<file path="config.mk">
export PLATFORM = sky130hd
export DESIGN_NAME = ftoi_pipe
export DESIGN_NICKNAME = d
export VERILOG_FILES = /design/src/rtl/ftoi_pipe.sv
export SDC_FILE = /design/constraint.sdc
export NUM_CORES = 1
export LEC_CHECK = 0
export BUFFER_PORTS_ARGS = -buffer_cell sky130_fd_sc_hd__buf_2
export CAP_MARGIN = 30
export CORE_MARGIN = 2
export CORE_UTILIZATION = 47
export CTS_BUF_LIST = sky130_fd_sc_hd__clkbuf_8 sky130_fd_sc_hd__clkbuf_16
export CTS_CLUSTER_SIZE = 16
export DETAILED_ROUTE_END_ITERATION = 6
export PLACE_DENSITY = 0.62
export REMOVE_ABC_BUFFERS = 1
export SYNTH_ARGS = -nofsm -noshare
export SYNTH_HDL_FRONTEND = slang
export SYNTH_SLANG_ARGS = --single-unit
</file>
<file path="constraint.sdc">
create_clock -name clk -period 14.1 [get_ports clk]
set_input_delay 4.23 -clock clk [delete_from_list [all_inputs] [get_ports clk]]
set_output_delay 4.23 -clock clk [all_outputs]
set_load 0.03 [all_outputs]
</file>
<file path="src/rtl/ftoi_pipe.sv">
// Two-stage binary32 to signed int32 converter: S1 unpacks and aligns the operand, S2 rounds
// half away from zero, negates and saturates. Both stages use a valid/ready handshake.
module ftoi_pipe (
  input  logic        clk,
  input  logic        rstn,
  input  logic        in_valid,
  output logic        in_ready,
  input  logic [31:0] x,
  output logic        out_valid,
  input  logic        out_ready,
  output logic [31:0] y,
  output logic        ovf
);

  // Returns {magnitude, half}. Only meaningful for 126 <= e <= 157.
  // The significand is placed so that the binary point sits at bit 32.
  function automatic logic [32:0] align(input logic [7:0] e, input logic [22:0] f);
    logic [63:0] ext;
    logic [63:0] sh;
    ext = {8'd0, 1'b1, f, 32'd0};
    if (e >= 8'd150) sh = ext << (e - 8'd150);
    else             sh = ext >> (8'd150 - e);
    return {sh[63:32], sh[31]};
  endfunction

  function automatic logic [31:0] round_mag(input logic [31:0] mag, input logic half);
    return mag + {31'd0, half};
  endfunction

  function automatic logic [31:0] sat_val(input logic neg);
    return neg ? 32'h8000_0000 : 32'h7FFF_FFFF;
  endfunction

  logic        vld_p1_q, vld_p2_q;
  logic        sign_p1_d, sign_p1_q;
  logic [31:0] mag_p1_d, mag_p1_q;
  logic        half_p1_d, half_p1_q;
  logic        sat_p1_d, sat_p1_q;
  logic        ovf_p1_d, ovf_p1_q;

  logic signed [31:0] rnd_p2;
  logic signed [31:0] y_p2_d, y_p2_q;
  logic               ovf_p2_d, ovf_p2_q;

  logic adv_p2;
  logic [7:0]  exp_x;
  logic [22:0] frac_x;

  assign exp_x  = x[30:23];
  assign frac_x = x[22:0];

  assign adv_p2   = !vld_p2_q || out_ready;
  assign in_ready = !vld_p1_q || adv_p2;

  // Stage 1: classify and align
  always_comb begin
    sign_p1_d = x[31];
    mag_p1_d  = 32'd0;
    half_p1_d = 1'b0;
    sat_p1_d  = 1'b0;
    ovf_p1_d  = 1'b0;
    if (exp_x == 8'hFF && frac_x != 23'd0) begin
      // NaN saturates positive regardless of its sign bit.
      sign_p1_d = 1'b0;
      sat_p1_d  = 1'b1;
      ovf_p1_d  = 1'b1;
    end else if (exp_x >= 8'd158) begin
      // -2^31 is the one value in this range that is representable.
      sat_p1_d = 1'b1;
      ovf_p1_d = (x != 32'hCF00_0000);
    end else if (exp_x >= 8'd126) begin
      {mag_p1_d, half_p1_d} = align(exp_x, frac_x);
    end
  end

  always_ff @(posedge clk) begin
    if (in_valid && in_ready) begin
      sign_p1_q <= sign_p1_d;
      mag_p1_q  <= mag_p1_d;
      half_p1_q <= half_p1_d;
      sat_p1_q  <= sat_p1_d;
      ovf_p1_q  <= ovf_p1_d;
    end
  end

  // Stage 2: round, negate, saturate
  always_comb begin
    rnd_p2   = round_mag(mag_p1_q, half_p1_q);
    y_p2_d   = sign_p1_q ? -rnd_p2 : rnd_p2;
    ovf_p2_d = ovf_p1_q;
    if (sat_p1_q) y_p2_d = sat_val(sign_p1_q);
  end

  always_ff @(posedge clk) begin
    if (adv_p2 && vld_p1_q) begin
      y_p2_q   <= y_p2_d;
      ovf_p2_q <= ovf_p2_d;
    end
  end

  always_ff @(posedge clk) begin
    if (!rstn) begin
      vld_p1_q <= 1'b0;
      vld_p2_q <= 1'b0;
    end else begin
      if (in_ready) vld_p1_q <= in_valid;
      if (adv_p2)   vld_p2_q <= vld_p1_q;
    end
  end

  assign out_valid = vld_p2_q;
  assign y         = y_p2_q;
  assign ovf       = ovf_p2_q;

endmodule

</file>
==> reports/results.ini, run 1 <==
[power]
total_power_w = 0.0007151
vdd_ir_drop_max_mv = 0.05030
total_leakage_power_nw = 2.959
cellPowerDensity_nw_per_um2 = 88.67

[route]
routed_via_density = 6.367
totalWireLength_um = 20380
drt.antenna.violating_nets = 0
detailroute.via_count = 6870
drt-wirelength-per-cell_um = 18.88
detailedRoute.firstIterationViolations = 474
drt_pre_antenna_iters = 5
drc = 0

[die]
width_of_the_chip_um = 128.4
die_height_um = 128.4
core_area_sq_um = 15150
rows = 45
io_pins = 71
die_area_sq_um = 16490
initial_utilization = 0.4805

[clock_network]
cts.sink_count = 71
ctsLongestPathBuffers = 2
post-cts-setup-buffers = 0
post_cts_resized = 0
cts.root.buffer_cell = sky130_fd_sc_hd__clkbuf_16
tritoncts.num_buffers = 9
cts.clk_slew.worst_paths_ps = 60
htree_num_levels = 3
cts_tree = built
clk-insertion-delay-late_ps = 330
ctsHoldBuffers = 0

[grt]
first_global_vias = 6231
grt_usage = 0.2429
global_route_wire_length_before_repair_um = 32320
globalRouteOverflowTotal = 0
antenna_found_initial = 0
largest_net_degree_at_the_start_of_global_routing = 58

[synthesis]
ys_async_sr_fraction = 0
synthesis.area_sq_um = 7277
synth-seq-cells = 71
synth.yosys.warnings = 0
synth.lib_cells_used.distinct = 73
synth_enable_flop_cells = 69
synth.yosys.seq_area_share = 0.2902
postSynthAreaPerCell_sq_um = 8.491
netlist_instances = 857
most_used_flip_flop_cell_after_synthesis = sky130_fd_sc_hd__edfxtp_1

[critical_path]
critPathMaxFanout = 4
cp_capture_type = output port
arrival_ps = 4900
timing.reg2reg.worst_path_depth = 9
setup.worst_path.start_class = input pin
worst-endpoint-required_ps = 9870
timing_worst_setup_path_type = in2out

[timing]
slew_viol_final = 0
setup-violations-final = 0
finalCritPeriodShare = 0.6476
hold_ws_ps = 426.6
fin_crit_ps = 9130
worst-slew-pin-transition_ps = 897.9
rsz0062_at_grt = no
timing.final.ws_setup_ps = 4970
fin_tns_setup_ps = 0
final.setup_skew_ps = 10.64
max_freq_mhz = 109.5
slew-limit-headroom = 0.3959
final_hold_viol_count = 0

[status]
outcome = finished clean

[worst_hold_path]
worstHoldPathCells = 0
min-delay-path-class = reg2reg

[placement]
dp_hpwl_um = 15620
portBuffers = 70
place_congestion = 1.034
pre_cts_slack_ps = 4979

[final_layout]
antenna_cells = 0
fraction_of_final_layout_cells_sized_beyond_drive_strength_1 = 0.1616
filler_cell_count = 1420
finalNetCount = 929
layout-area-overhead-vs-synth_pct = 10.83

[run]
max_cap_viol_count = 0

layer usage:
layer,GRT usage,vias up,routed length [um]
li1,-,3339,-
met1,0.3123,3224,8765
met2,0.4096,255,9713
met3,0.02204,52,985
met4,0.1235,0,910
met5,0,-,0
stage by stage:
stage	utilization	area, sq um	cells
after floorplan	-	6998	788
after global placement	0.5088	7706	1062
after detailed placement	0.5106	7734	1063
after CTS	0.5325	8065	1079
after global routing	0.5325	8065	1079
final	0.5325	8065	1079
cell usage after synthesis, types with 5 or more instances:
cell,count,area (sq um)
sky130_fd_sc_hd__nor3_1,33,165.2
sky130_fd_sc_hd__nand4_1,16,100.1
sky130_fd_sc_hd__or3_1,7,43.79
sky130_fd_sc_hd__o31a_1,5,43.79
sky130_fd_sc_hd__and2_1,6,37.54
sky130_fd_sc_hd__edfxtp_1,69,2072
sky130_fd_sc_hd__mux4_2,10,225.2
sky130_fd_sc_hd__and3_1,9,56.30
sky130_fd_sc_hd__inv_1,13,48.80
sky130_fd_sc_hd__nor2_1,65,244.0
sky130_fd_sc_hd__o21a_1,5,37.54
sky130_fd_sc_hd__nor4_1,19,118.9
sky130_fd_sc_hd__nand3_1,35,175.2
sky130_fd_sc_hd__mux2i_1,68,680.7
sky130_fd_sc_hd__a21oi_1,61,305.3
sky130_fd_sc_hd__and4_1,5,43.79
sky130_fd_sc_hd__ha_1,7,87.58
sky130_fd_sc_hd__a31oi_1,8,50.05
sky130_fd_sc_hd__a21o_1,9,67.56
sky130_fd_sc_hd__o211ai_1,6,45.04
sky130_fd_sc_hd__nand2_1,90,337.8
sky130_fd_sc_hd__mux2_2,12,135.1
sky130_fd_sc_hd__xor2_1,23,201.4
sky130_fd_sc_hd__a211oi_1,22,165.2
sky130_fd_sc_hd__buf_1,7,26.28
sky130_fd_sc_hd__a211o_1,5,43.79
sky130_fd_sc_hd__nor2b_1,12,75.07
sky130_fd_sc_hd__o21ai_0,39,195.2
sky130_fd_sc_hd__o22a_1,5,43.79
sky130_fd_sc_hd__a22oi_1,8,60.06
sky130_fd_sc_hd__nand2b_1,7,43.79
sky130_fd_sc_hd__clkbuf_1,55,206.5
sky130_fd_sc_hd__a221oi_1,15,131.4
sky130_fd_sc_hd__o22ai_1,11,68.82
sky130_fd_sc_hd__xnor2_1,24,210.2
flip-flops by register name, summed over array words and instances (netlist names):
name / flops
out_valid: 1
y: 32
sat_p1_q: 1
ovf_p1_q: 1
vld_p1_q: 1
sign_p1_q: 1
mag_p1_q: 32
ovf: 1
half_p1_q: 1
cell families after synthesis:
kind of cell / count (synthesis) / synth area share
xor+xnor: 47 / 0.05657
simple gates: 321 / 0.2246
fa+ha+maj: 7 / 0.01204
compound gates: 236 / 0.2270
mux: 90 / 0.1431
buf+inv: 85 / 0.04660
flops: 71 / 0.2902
power by group:
group,switching (W),total (W),internal [W]
sequential,0.00000946,0.000256,0.000246
combinational,0.000137,0.000213,0.0000766
clock,0.0000856,0.000246,0.000160
total,0.000232,0.000715,0.000483
layout make-up:
cell class / instances / area, sq um / area share
Clock inverter: 6 / 92.59 / 0.01148
Sequential cell: 71 / 2112 / 0.2619
Tap cell: 188 / 235.2 / 0.02917
Timing Repair Buffer: 87 / 498.0 / 0.06174
Clock buffer: 10 / 239.0 / 0.02963
Inverter: 16 / 60.06 / 0.007446
Multi-Input combinational cell: 701 / 4828 / 0.5987
layout by cell type, fill, tap and decap left out, types with 6 or more instances in the layout:
cell type / netlist / routed
sky130_fd_sc_hd__xnor2_1: 24 / 24
sky130_fd_sc_hd__mux4_2: 10 / 10
sky130_fd_sc_hd__a22oi_1: 8 / 8
sky130_fd_sc_hd__or3_1: 7 / 7
sky130_fd_sc_hd__buf_2: 4 / 70
sky130_fd_sc_hd__o21ai_0: 39 / 39
sky130_fd_sc_hd__a211oi_1: 22 / 22
sky130_fd_sc_hd__buf_4: 2 / 16
sky130_fd_sc_hd__a21oi_1: 61 / 61
sky130_fd_sc_hd__nand4_1: 16 / 16
sky130_fd_sc_hd__mux2i_1: 68 / 68
sky130_fd_sc_hd__and2_1: 6 / 6
sky130_fd_sc_hd__clkbuf_16: 0 / 9
sky130_fd_sc_hd__a221oi_1: 15 / 15
sky130_fd_sc_hd__a21o_1: 9 / 9
sky130_fd_sc_hd__nor4_1: 19 / 19
sky130_fd_sc_hd__a31oi_1: 8 / 8
sky130_fd_sc_hd__o22ai_1: 11 / 11
sky130_fd_sc_hd__nor2b_1: 12 / 11
sky130_fd_sc_hd__nand3_1: 35 / 35
sky130_fd_sc_hd__inv_1: 13 / 13
sky130_fd_sc_hd__xor2_1: 23 / 23
sky130_fd_sc_hd__and3_1: 9 / 9
sky130_fd_sc_hd__ha_1: 7 / 7
sky130_fd_sc_hd__nor2_1: 65 / 65
sky130_fd_sc_hd__nor3_1: 33 / 33
sky130_fd_sc_hd__o211ai_1: 6 / 6
sky130_fd_sc_hd__nand2_1: 90 / 90
sky130_fd_sc_hd__nand2b_1: 7 / 7
sky130_fd_sc_hd__edfxtp_1: 69 / 69
sky130_fd_sc_hd__mux2_2: 12 / 12
worst max-delay path, stage by stage:
cell                      delay, ps
sky130_fd_sc_hd__buf_2           90
sky130_fd_sc_hd__nor2b_1        270
sky130_fd_sc_hd__nand2_1        110
sky130_fd_sc_hd__buf_2          190
worst paths after layout:
| kind | endpoint | slack [ps] | startpoint |
|---|---|---|---|
| hold / removal | ovf$_DFFE_PP_ | 430 | ovf_p1_q$_SDFFCE_PP1P_ |
| hold reg to reg | ovf$_DFFE_PP_ | 430 | ovf_p1_q$_SDFFCE_PP1P_ |
| setup / recovery | in_ready | 4970 | out_ready |
| setup reg to reg | y[28]$_DFFE_PP_ | 10190 | mag_p1_q[0]$_SDFFCE_PP0P_ |
Note: power is estimated with default switching activity, not from simulation.
==> run 2, diff against run 1 <==
--- a/config.mk
+++ b/config.mk
@@ -5,6 +5,7 @@
 export SDC_FILE = /design/constraint.sdc
 export NUM_CORES = 1
 export LEC_CHECK = 0
+export ABC_AREA = 1
 export BUFFER_PORTS_ARGS = -buffer_cell sky130_fd_sc_hd__buf_2
 export CAP_MARGIN = 30
 export CORE_MARGIN = 2
@@ -12,7 +13,7 @@
 export CTS_BUF_LIST = sky130_fd_sc_hd__clkbuf_8 sky130_fd_sc_hd__clkbuf_16
 export CTS_CLUSTER_SIZE = 16
 export DETAILED_ROUTE_END_ITERATION = 6
-export PLACE_DENSITY = 0.62
+export PLACE_DENSITY = 0.64
 export REMOVE_ABC_BUFFERS = 1
 export SYNTH_ARGS = -nofsm -noshare
 export SYNTH_HDL_FRONTEND = slang
==> constraint.sdc (replaced) <==
create_clock -name clk -period 7.3 [get_ports clk]
set_input_delay 2.19 -clock clk [delete_from_list [all_inputs] [get_ports clk]]
set_output_delay 2.19 -clock clk [all_outputs]
set_load 0.03 [all_outputs]
==> run 2 against run 1 <==
Net effect:
- non-clock buffer count shrank 9
- routed wire length increased by 14%
- sequential power rose by 92%
- clock-buffer cell count decreased by 1
- critical endpoint is now mag_p1_q[3]$_SDFFCE_PP0P_
- highest routed layer unchanged
==> reports/results.ini, run 2 <==
[route]
drc = 0  ; unchanged
detailedRoute.firstIterationViolations = 758  ; +60%
detailroute.via_count = 8304  ; +21%
drt_pre_antenna_iters = 6  ; +1
totalWireLength_um = 23290  ; +14%
drt.antenna.violating_nets = 0  ; unchanged
drt-wirelength-per-cell_um = 15.27  ; -19%
routed_via_density = 5.445  ; -14%

[placement]
place_congestion = 0.9899  ; -4.2%
placed_cells = 1508  ; +42%
portBuffers = 70  ; unchanged
dp_hpwl_um = 18830  ; +21%

[critical_path]
crit_path_start = x[23]
critPathMaxFanout = 25  ; +21
worst-endpoint-required_ps = 7380  ; -2490 ps
timing.reg2reg.worst_path_depth = 15  ; +6
setup.worst_path.start_class = input pin
regToRegStartpoint = mag_p1_q[0]$_SDFFCE_PP0P_
timing_worst_setup_path_type = in2reg
cp_capture_type = flop
arrival_ps = 5120  ; +220 ps

[die]
io_pins = 71  ; unchanged
core_area_sq_um = 15890  ; +4.9%
initial_utilization = 0.4826  ; +0.002130
die_area_sq_um = 17350  ; +5.2%
width_of_the_chip_um = 131.7  ; +2.6%
rows = 46  ; +2.2%
die_height_um = 131.7  ; +2.6%

[synthesis]
most_numerous_cell_types_in_the_synthesized_netlist = sky130_fd_sc_hd__nand2_1 (448), sky130_fd_sc_hd__nand3_1 (169), sky130_fd_sc_hd__nor2_1 (124), sky130_fd_sc_hd__inv_1 (107), sky130_fd_sc_hd__edfxtp_1 (69)
synth_area_leader_cell = sky130_fd_sc_hd__edfxtp_1
postSynthAreaPerCell_sq_um = 6.055  ; -29%
post_synth_main_area_contributors = sky130_fd_sc_hd__edfxtp_1 (27%), sky130_fd_sc_hd__nand2_1 (22%), sky130_fd_sc_hd__nand3_1 (11%), sky130_fd_sc_hd__nor2_1 (6.1%), sky130_fd_sc_hd__inv_1 (5.2%)
ys_async_sr_fraction = 0  ; unchanged
synth.lib_cells_used.distinct = 39  ; -47%
netlist_instances = 1266  ; +48%
synth.yosys.seq_area_share = 0.2755  ; -0.01473
most_used_standard_cell_by_instance_count_after_synthesis = sky130_fd_sc_hd__nand2_1
synth_top_area_share = 0.2703  ; -0.01445
synth_enable_flop_cells = 69  ; unchanged
most_used_flip_flop_cell_after_synthesis = sky130_fd_sc_hd__edfxtp_1
synthesis.area_sq_um = 7666  ; +5.3%
synth-seq-cells = 71  ; unchanged
synth.yosys.warnings = 0  ; unchanged

[final_layout]
finalNetCount = 1347  ; +45%
fraction_of_final_layout_cells_sized_beyond_drive_strength_1 = 0.1268  ; -0.03480
final-instance-count-excl-fill = 1525  ; +41%
post-route-util = 0.5364  ; +0.003882
final_cell_mix = sky130_fd_sc_hd__nand2_1 (448), sky130_fd_sc_hd__nand3_1 (169), sky130_fd_sc_hd__nor2_1 (124)
layout-area-overhead-vs-synth_pct = 11.15
antenna_cells = 0  ; unchanged
most_common_cell_after_layout_fill_and_taps_aside = sky130_fd_sc_hd__nand2_1

[power]
cellPowerDensity_nw_per_um2 = 167.1  ; +88%
total_power_w = 0.001424  ; +99%
total_leakage_power_nw = 3.890  ; +31%
vdd_ir_drop_max_mv = 0.1130  ; +120%

[timing]
final.setup_skew_ps = 6.489  ; -4.155 ps
fin_tns_setup_ps = 0  ; unchanged
max_freq_mhz = 198.3
finalCritPeriodShare = 0.6909
worst-slew-pin-transition_ps = 931.3  ; +33.40 ps
slew_viol_final = 0  ; unchanged
slew-limit-headroom = 0.3785  ; -0.01743
fin_crit_ps = 5044
final_hold_viol_count = 0  ; unchanged
setup-violations-final = 0  ; unchanged
rsz0062_at_grt = no

[grt]
globalRouteOverflowTotal = 0  ; unchanged
global_route_wire_length_before_repair_um = 38060  ; +18%
largest_net_degree_at_the_start_of_global_routing = 37  ; -36%
grt_usage = 0.2730  ; +0.03012
antenna_found_initial = 0  ; unchanged
first_global_vias = 7536  ; +21%

[clock_network]
cts_tree = built
htree_num_levels = 3  ; unchanged
ctsHoldBuffers = 0  ; unchanged
tritoncts.num_buffers = 9  ; unchanged
cts.root.buffer_cell = sky130_fd_sc_hd__clkbuf_16
post-cts-setup-buffers = 0  ; unchanged
cts.sink_count = 71  ; unchanged
cts.clk_slew.worst_paths_ps = 60  ; about the same
clk-insertion-delay-late_ps = 330  ; about the same
ctsLongestPathBuffers = 2  ; unchanged
post_cts_resized = 0  ; unchanged

[worst_hold_path]
min-delay-path-class = reg2reg
hold_path_startpoint = ovf_p1_q$_SDFFCE_PP1P_
worstHoldPathCells = 0  ; unchanged

[status]
outcome = finished clean

[run]
max_cap_viol_count = 0  ; unchanged

-- run 2: changes by cell type in the layout (fill, tap and decap cells not counted), moves of 26 or more --
cell	change
sky130_fd_sc_hd__mux2i_1	-67
sky130_fd_sc_hd__inv_1	+94
sky130_fd_sc_hd__o21ai_1	+26
sky130_fd_sc_hd__nand2_1	+358
sky130_fd_sc_hd__nor2_1	+59
sky130_fd_sc_hd__a21oi_1	-28
sky130_fd_sc_hd__nand3_1	+134
-- run 2: per-layer routing --
layer / part of all wire / vias up / track usage
met1: 0.42 / 3706 / 0.3432
li1: - / 4222 / -
met5: 0 / - / 0
met3: 0.051 / 59 / 0.02701
met2: 0.48 / 317 / 0.4648
met4: 0.052 / 0 / 0.1437
-- run 2: cells by family after synthesis --
logic type | synth area share
mux | 0.001306
fa+ha+maj | 0.01142
simple gates | 0.4874
compound gates | 0.1023
buf+inv | 0.08683
xor+xnor | 0.03525
flops | 0.2755
-- run 2: cell type report --
class / count / area, sq um
clock buffer: 9 / 225.2
timing repair buffer: 78 / 442.9
fill: 1683 / 7365
clock inverter: 7 / 120.1
sequential: 71 / 2112
multi-input combinational: 1024 / 4900
inverter: 120 / 450.4
tap: 216 / 270.3
-- run 2: worst paths after layout --
path	slack [ps]	end
setup / recovery	2260	mag_p1_q[3]$_SDFFCE_PP0P_
hold / removal	420	ovf$_DFFE_PP_
setup reg to reg	4500	y[26]$_DFFE_PP_
hold reg to reg	420	ovf$_DFFE_PP_
-- run 2: critical path, stage by stage --
cell	delay (ps)
sky130_fd_sc_hd__buf_2	240
sky130_fd_sc_hd__inv_1	390
sky130_fd_sc_hd__ha_1	880
sky130_fd_sc_hd__inv_1	540
sky130_fd_sc_hd__nand3_1	310
sky130_fd_sc_hd__nand2_1	110
sky130_fd_sc_hd__nand3_1	150
sky130_fd_sc_hd__nor2_1	60
sky130_fd_sc_hd__nor2_1	160
sky130_fd_sc_hd__nand2_1	80
-- run 2: metrics by stage --
stage	area, sq um	hold WS [ps]	worst slack (ps)
2_1_floorplan	7451	400.3	2578
3_3_place_gp	8128	400.5	2005
3_5_place_dp	8155	404.5	1984
4_1_cts	8501	418.2	2333
5_1_grt	8521	428.7	2059
6_report	8521	417.4	2256
-- run 2: power by group --
group	internal [W]	switching (W)	total, W
clock	0.000335	0.000172	0.000507
combinational	0.000123	0.000302	0.000424
sequential	0.000478	0.0000147	0.000492
